### src/rtl/seq_pkg.sv
// Shared encodings for the sysbus control unit: opcodes, ALU function codes,
// sequencer states and the bundle of control strobes it drives.
package seq_pkg;

  typedef enum logic [2:0] {
    OP_LOAD  = 3'b000,
    OP_STORE = 3'b001,
    OP_ADD   = 3'b010,
    OP_SUB   = 3'b011,
    OP_XOR   = 3'b100,
    OP_BNE   = 3'b101,
    OP_BRA   = 3'b110,
    OP_HALT  = 3'b111
  } opcode_e;

  localparam logic [1:0] ALU_ADD  = 2'b00;
  localparam logic [1:0] ALU_SUB  = 2'b01;
  localparam logic [1:0] ALU_XOR  = 2'b10;
  localparam logic [1:0] ALU_PASS = 2'b11;

  typedef enum logic [3:0] {
    S_FETCH_ADDR = 4'd0,
    S_FETCH_MEM  = 4'd1,
    S_FETCH_IR   = 4'd2,
    S_DECODE     = 4'd3,
    S_EXEC_RD    = 4'd4,
    S_EXEC_WB    = 4'd5,
    S_EXEC_ST1   = 4'd6,
    S_EXEC_ST2   = 4'd7,
    S_HALT       = 4'd8
  } state_e;

  typedef struct packed {
    logic       acc_bus;
    logic       load_acc;
    logic       pc_bus;
    logic       load_pc;
    logic       inc_pc;
    logic       load_ir;
    logic       addr_bus;
    logic       load_mar;
    logic       mdr_bus;
    logic       load_mdr;
    logic       cs;
    logic       r_nw;
    logic       alu_acc;
    logic [1:0] alu_op;
  } strb_t;

endpackage

### src/rtl/sat_counter.sv
// Up-counter that sticks at all-ones instead of wrapping; async active-high clear.
module sat_counter #(
  parameter int W = 16
) (
  input  logic         clock,
  input  logic         reset,
  input  logic         inc,
  output logic [W-1:0] count
);

  always_ff @(posedge clock or posedge reset) begin
    if (reset)                      count <= '0;
    else if (inc && (count != '1))  count <= count + 1'b1;
  end

endmodule

### src/rtl/bus_sequencer.sv
// Fetch-decode-execute control FSM for the basic sysbus processor, plus a
// saturating retired-instruction counter.
module bus_sequencer
  import seq_pkg::*;
#(
  parameter int WORD_W = 10,
  parameter int OP_W   = 3,
  parameter int CNT_W  = 16
) (
  input  logic             clock,
  input  logic             reset,
  input  logic [OP_W-1:0]  op,
  input  logic             z_flag,
  output logic             ACC_bus,
  output logic             load_ACC,
  output logic             PC_bus,
  output logic             load_PC,
  output logic             INC_PC,
  output logic             load_IR,
  output logic             Addr_bus,
  output logic             load_MAR,
  output logic             MDR_bus,
  output logic             load_MDR,
  output logic             CS,
  output logic             R_NW,
  output logic             ALU_ACC,
  output logic [1:0]       ALU_op,
  output logic             halted,
  output logic [CNT_W-1:0] instr_count
);

  if (WORD_W <= OP_W) begin : g_bad_width
    $error("bus_sequencer: WORD_W must exceed OP_W to leave an address field");
  end

  state_e  st, nxt;
  opcode_e opc;
  strb_t   s;
  logic    retire;

  assign opc = opcode_e'(op[2:0]);

  always_ff @(posedge clock or posedge reset) begin
    if (reset) st <= S_FETCH_ADDR;
    else       st <= nxt;
  end

  always_comb begin
    nxt      = st;
    s        = '0;
    s.r_nw   = 1'b1;
    s.alu_op = ALU_PASS;
    retire   = 1'b0;
    case (st)
      S_FETCH_ADDR: begin
        s.pc_bus   = 1'b1;
        s.load_mar = 1'b1;
        s.inc_pc   = 1'b1;
        nxt        = S_FETCH_MEM;
      end
      S_FETCH_MEM: begin
        s.cs       = 1'b1;
        s.load_mdr = 1'b1;
        nxt        = S_FETCH_IR;
      end
      S_FETCH_IR: begin
        s.mdr_bus  = 1'b1;
        s.load_ir  = 1'b1;
        nxt        = S_DECODE;
      end
      S_DECODE: begin
        case (opc)
          OP_BNE: begin
            s.addr_bus = !z_flag;
            s.load_pc  = !z_flag;
            retire     = 1'b1;
            nxt        = S_FETCH_ADDR;
          end
          OP_BRA: begin
            s.addr_bus = 1'b1;
            s.load_pc  = 1'b1;
            retire     = 1'b1;
            nxt        = S_FETCH_ADDR;
          end
          OP_HALT: begin
            retire     = 1'b1;
            nxt        = S_HALT;
          end
          OP_STORE: begin
            s.addr_bus = 1'b1;
            s.load_mar = 1'b1;
            nxt        = S_EXEC_ST1;
          end
          OP_LOAD, OP_ADD, OP_SUB, OP_XOR: begin
            s.addr_bus = 1'b1;
            s.load_mar = 1'b1;
            nxt        = S_EXEC_RD;
          end
          default: nxt = S_FETCH_ADDR;
        endcase
      end
      S_EXEC_RD: begin
        s.cs       = 1'b1;
        s.load_mdr = 1'b1;
        nxt        = S_EXEC_WB;
      end
      S_EXEC_WB: begin
        s.mdr_bus  = 1'b1;
        s.load_acc = 1'b1;
        retire     = 1'b1;
        nxt        = S_FETCH_ADDR;
        // LOAD (and anything unexpected) passes the bus value straight through
        case (opc)
          OP_ADD: begin s.alu_acc = 1'b1; s.alu_op = ALU_ADD; end
          OP_SUB: begin s.alu_acc = 1'b1; s.alu_op = ALU_SUB; end
          OP_XOR: begin s.alu_acc = 1'b1; s.alu_op = ALU_XOR; end
          default: ;
        endcase
      end
      S_EXEC_ST1: begin
        s.acc_bus  = 1'b1;
        s.load_mdr = 1'b1;
        s.r_nw     = 1'b0;
        nxt        = S_EXEC_ST2;
      end
      S_EXEC_ST2: begin
        s.cs       = 1'b1;
        s.r_nw     = 1'b0;
        retire     = 1'b1;
        nxt        = S_FETCH_ADDR;
      end
      S_HALT:  nxt = S_HALT;
      default: nxt = S_FETCH_ADDR;
    endcase
    // Reset aborts the current step immediately: no strobe survives it.
    if (reset) begin
      s        = '0;
      s.r_nw   = 1'b1;
      s.alu_op = ALU_PASS;
      retire   = 1'b0;
    end
  end

  sat_counter #(.W(CNT_W)) u_cnt (
    .clock (clock),
    .reset (reset),
    .inc   (retire),
    .count (instr_count)
  );

  assign ACC_bus  = s.acc_bus;
  assign load_ACC = s.load_acc;
  assign PC_bus   = s.pc_bus;
  assign load_PC  = s.load_pc;
  assign INC_PC   = s.inc_pc;
  assign load_IR  = s.load_ir;
  assign Addr_bus = s.addr_bus;
  assign load_MAR = s.load_mar;
  assign MDR_bus  = s.mdr_bus;
  assign load_MDR = s.load_mdr;
  assign CS       = s.cs;
  assign R_NW     = s.r_nw;
  assign ALU_ACC  = s.alu_acc;
  assign ALU_op   = s.alu_op;
  assign halted   = (st == S_HALT);

endmodule
### config.mk
export PLATFORM = sky130hd
export DESIGN_NAME = bus_sequencer
export DESIGN_NICKNAME = d
export VERILOG_FILES = /design/src/rtl/seq_pkg.sv /design/src/rtl/sat_counter.sv /design/src/rtl/bus_sequencer.sv
export SDC_FILE = /design/constraint.sdc
export NUM_CORES = 1
export LEC_CHECK = 0
export CAP_MARGIN = 40
export CORE_AREA = 2 2 42 82
export CTS_BUF_LIST = sky130_fd_sc_hd__clkbuf_4
export DETAILED_ROUTE_END_ITERATION = 7
export DIE_AREA = 0 0 44 84
export PLACE_DENSITY_LB_ADDON = 0.08
export SLEW_MARGIN = 20
export SYNTH_ARGS = -nofsm -noshare
export SYNTH_HDL_FRONTEND = slang
export SYNTH_SLANG_ARGS = --single-unit
export TNS_END_PERCENT = 10
### constraint.sdc
create_clock -name clock -period 1.55 [get_ports clock]
set_input_delay 0.31 -clock clock [delete_from_list [all_inputs] [get_ports clock]]
set_output_delay 0.31 -clock clock [all_outputs]
set_load 0.02 [all_outputs]
After elaboration in Yosys (flattened, before gate mapping)
Index checks and enable logic that the tools add are counted.

Output and inout bits: 32. Input port bits: 6. Logic and storage cells: 55. Register bits after elaboration: 20.

Reduce and logical (&&, ||, !) cells: 14. Add/subtract/negate cells: 1. Equal/unequal tests: 16. Muxes and demuxes: 22.

Operator list (count): 4-bit one-hot mux with 7 select lines (1); 16-bit by 1-bit adder with 16-bit output, second input constant (1); 4-bit by 3-bit == test with 1-bit output, second input constant (4); 16-bit != test, second input constant (1); 4-bit one-hot mux with 4 select lines (1); 15-bit 2-to-1 mux (1); 1-bit 2-to-1 mux (13); 3-bit == test, second input constant (4); 3-bit one-hot mux with 3 select lines (1); 3-bit OR reduction (3); 4-bit by 2-bit == test with 1-bit output, second input constant (2); 1-bit one-hot mux with 2 select lines (4); 2-bit OR reduction (4); 3-bit by 2-bit == test with 1-bit output, second input constant (2); 6-bit OR reduction (1); 5-bit OR reduction (1); 4-bit by 1-bit == test with 1-bit output, second input constant (1); 4-bit == test, second input constant (1); 4-bit logical NOT (1); 4-bit OR reduction (1); 3-bit by 1-bit == test with 1-bit output, second input constant (1); 3-bit logical NOT (1); 3-bit 2-to-1 mux (1); 1-bit logical AND (1); 1-bit logical NOT (1).

Logic depth before layout (Yosys ltp)
Depth in word-level cells: 6. Mapped depth: 6. Gate-level depth less buffers: 5.

Cells and area by module
Synthesis repeated with hierarchy kept, for this count alone.

Cells, all modules: 131. Area total of the unflattened synthesis: 1286.2 um^2.

By module, submodules not included: sat_counter (area an instance 805.8 um^2, instances 1, cells each 71, seq. area each 400.4 um^2); bus_sequencer (area an instance 480.5 um^2, instances 1, cells each 60, seq. area each 100.1 um^2).

Worst setup path before layout
OpenSTA, ideal clock, no wires.

Path kind: flip-flop to output port. Start point: register st[2]. End point: output load_MAR. Path buffers: 1. Required time: 1.240 ns. Path slack: -0.553 ns. Arrival time: 1.793 ns. Stages on the path, launching flop included: 5. Path through: dfrtp_1 > clkbuf_1 > or3_1 > nor3_1 > or2_2.

Word-level cells in the longest chain between the ends: 3. Elaborated cells on any way between the ends: 4. Classes of those cells: 1 x eq/ne; 2 x mux; 1 x reduce/logical.

RTL lines: from (decl) (RTL line bus_sequencer.sv:36) `state_e st, nxt;`; from (signal assigned) (RTL line bus_sequencer.sv:45) `else st <= nxt;`; 4-bit by 2-bit == test with 1-bit output or 4-bit logical NOT (tied branches) (RTL line bus_sequencer.sv:54) `case (st)`; 1-bit one-hot mux with 2 select lines (*) (RTL line bus_sequencer.sv:54); 15-bit 2-to-1 mux (*) (RTL line bus_sequencer.sv:136) `if (reset) begin`; to (decl) (RTL line bus_sequencer.sv:21) `output logic load_MAR,`.

Every way passes the cells marked *; elsewhere a longest branch is shown, timed or not.

Worst setup path after layout
Start point: register st[3]. End point: output ALU_op[0].

Word-level cells in the longest chain between the ends: 3.

RTL lines: 4-bit by 3-bit == test with 1-bit output (RTL line bus_sequencer.sv:54); 3-bit 2-to-1 mux (RTL line bus_sequencer.sv:54); 15-bit 2-to-1 mux (RTL line bus_sequencer.sv:136); to (decl) (RTL line bus_sequencer.sv:27) `output logic [1:0] ALU_op,`.

Every way passes these cells.

==> results by group <==
Global route
  • Vias in the first global route: 1402
  • Largest net degree at the start of global routing: 21
  • GRT Total Usage: 21.5%
  • Grt ovf: 0
  • Initial antenna violation count: 0
  • Global-route wire length before repair: about 6200 um

Drt
  • Initial drt markers: 9
  • DRC Markers: 0
  • Via count: between 1000 and 1500
  • Detailed Route WL: 3810 um
  • Vias per cell: 5.59
  • Avg WL per Cell: 16.2 um
  • Routed Antenna Nets: 0
  • First-pass iteration count of the detailed router: 4

Power
  • Pwr per Cell Area: 1200 mW/mm2
  • Max VDD drop: 1.11 mV
  • Leakage: about 0.0010 uW

Clock network
  • Clock root cell: clkbuf_4
  • Clk_lat worst skew: just over 0.3 ns
  • Clock-pin slew of the registers on the worst-case setup and hold paths: 0.11 ns
  • CTS tree: done
  • # clock sinks: 20
  • H-tree depth: 1
  • CTS Buf Count: 3
  • CTS Buffer Depth: 2

STA
  • Max_slew headroom: 76.0%
  • Setup Skew: 0.00669 ns
  • Worst slew pin tran: around 0.36 ns
  • Worst Setup Slack, final: -0.395 ns
  • Setup TNS: -4.09 ns
  • Tmin final: 1.95 ns
  • RSZ-0062 raised after global routing: true
  • Final period utilization: 125%
  • Final setup vio count: 25
  • Slew Viols, Final: 0
  • WHS: ~0.36 ns
  • Fmax: 514 MHz
  • Final Hold Fails: 0

Floorplanning
  • # rows: 29
  • Chip height: 84 um
  • Core footprint: 0.00312 mm2
  • Starting Density: 40.8%
  • IO Count: 38
  • Die area: between 0.003 and 0.004 mm2
  • Die width: between 40 and 50 um

Status
  • Failing checks: setup timing
  • Status: complete, but fails checks

Worst setup path
  • RR Endpoint: u_cnt.count[5]$_DFFE_PP0P_
  • Worst Path Arrival: around 1.6 ns
  • Crit-path max FO: 4
  • Worst setup EP type: output pin
  • CP Class: reg2out
  • Reg2Reg Launch Point: st[0]$_DFF_PP0_
  • CP Data Required Time: 1.24 ns
  • Flop2flop setup slack: -0.08 ns
  • Cells on worst reg2reg path: 7
  • Worst Setup Start Kind: register

Yosys
  • Syn_nets: approximately 140
  • Post-synthesis xor/xnor area fraction: 11.7%
  • Most area-hungry cell type in the Yosys netlist: dfrtp_1
  • Primary FF master, synth: dfrtp_1
  • Post-synthesis compound-gate area fraction: 14.4%
  • Avg Cell Area, Syn: 9.80 um2
  • Main combinational cell family by area after synthesis: simple AND/OR/NAND/NOR gates
  • Post-synth EDFFs: 0
  • Area share of the largest cell type after synthesis: around two fifths
  • Number of synthesized register bits: 20
  • Synth Area in Adders: less than 1%
  • Area of the mapped netlist: 0.00127 mm2
  • Synth unique cells: 45
  • Ys async rst share: 100%
  • Synth area leaders: dfrtp_1 39%, xnor2_1 7.6%, xor2_1 4.1%, nand3_1 2.8%, o2111ai_1 2.8%
  • Simple-gate portion of the synthesized area: 26.6%
  • Mux share of post-synthesis cell area: 1.67%
  • Yosys warns: 0
  • Syn Inst Count: 130
  • Post-synthesis sequential area ratio: roughly two fifths

Final layout
  • Area grow syn2layout: 66.1%
  • # diodes: 0
  • Share of cells above drive strength 1: a little under 50%
  • Core Util, Final: a little under 70%
  • Post-Layout Inst Area: 0.00212 mm2
  • Final #Nets: 212
  • Fillcell total: 283

Job
  • Max cap viols: 0

Place
  • Pre-CTS setup slack: -0.876 ns
  • Port bufs: 37
  • Placer Congestion: 0.886
  • Dpl hpwl: 2920 um
  • Area post-placement: 0.00195 mm2

Worst hold path
  • Hold Path Class: in2async
metal layers:
| layer | vias up | share of wire, % | GRT usage [%] |
|---|---|---|---|
| met1 | 648 | 32 | 21.7 |
| met4 | 0 | 3.1 | 8.54 |
| met3 | 10 | 3.3 | 1.73 |
| met5 | - | 0 | 0 |
| li1 | 617 | - | - |
| met2 | 38 | 61 | 41.4 |
timing repair:
action | in CTS | in global routing
resized for setup | 109 | 31
hold buffers | 0 | 0
setup endpoints to repair | 48 | 34
setup buffers | 1 | 1
pin swaps | 7 | 14
cells in the mapped netlist, types with 2 or more instances:
cell type  count
a211oi_1       2
a21oi_1        3
and2_1         3
and3_1         3
buf_2          3
buf_6          2
clkbuf_1       3
dfrtp_1       20
inv_1          3
nand2_1        6
nand2b_1       3
nand3_1        7
nand3b_1       2
nor2_1         9
nor3_1         5
nor4_1         4
o2111ai_1      4
o211ai_1       4
or3_1          3
xnor2_1       11
xor2_1         6
placed cells by master, fill, tap and decap left out, drive strengths merged, types with 4 or more instances in the layout:
cell type	synthesis	routed
o211ai	4	4
o2111ai	4	4
nand3	7	7
clkbuf	3	4
buf	6	58
nor4	4	4
and3	4	4
nor3	5	5
dlygate4sd2	0	16
xnor2	11	11
and2	4	4
dfrtp	20	20
xor2	6	6
nand2	6	6
nor2	9	9
per-stage QoR:
stage                     cells  total power (uW)
after floorplan             130              1410
after global placement      229              2040
after detailed placement    229              2080
after CTS                   234              2410
after global routing        235              2690
final                       235              2540
state kept, by name, summed over array words and instances, names as in the netlist:
signal and count:
st 4, u_cnt.count 16
layout make-up:
cell class	count	area (um2)	area share, %
well taps	31	38.8	1.83
repair buffers	79	664	31.4
clock buffers	4	30.0	1.42
multi-input cells	98	868	41.0
flip-flops and latches	20	503	23.8
inverters	3	11.3	0.532
power breakdown:
group          leakage (uW)  total (uW)  internal, uW  switching [uW]
clock network     0.0000184         282           118             164
logic              0.000744        1550           795             754
registers          0.000264         711           618            93.4
worst max path at each step:
| stage | to | from | slack (ns) | cells after the start |
|---|---|---|---|---|
| floorplan | halted | st[0]$_DFF_PP0_ | -0.19 | 2 |
| global placement | load_PC | reset | -0.85 | 5 |
| detailed placement | load_MAR | reset | -0.88 | 5 |
| CTS | ALU_op[0] | st[2]$_DFF_PP0_ | -0.42 | 4 |
| global route | load_MAR | st[3]$_DFF_PP0_ | -0.49 | 4 |
| finish | ALU_op[0] | st[3]$_DFF_PP0_ | -0.40 | 4 |
critical path: stages (launching register included):
cell and delay [ns]:
dfrtp_1 0.44, nor3b_4 0.20, nand3b_1 0.17, or3_1 0.37, buf_2 0.16
cells by family after synthesis:
group                    Yosys count
AO/OA/AOI/OAI                     21
buffers and inverters             12
multiplexers                       2
AND/OR/NAND/NOR                   57
flip-flops                        20
XOR/XNOR                          17
adder cells (fa/ha/maj)            1
(Power assumes the default switching activity.)
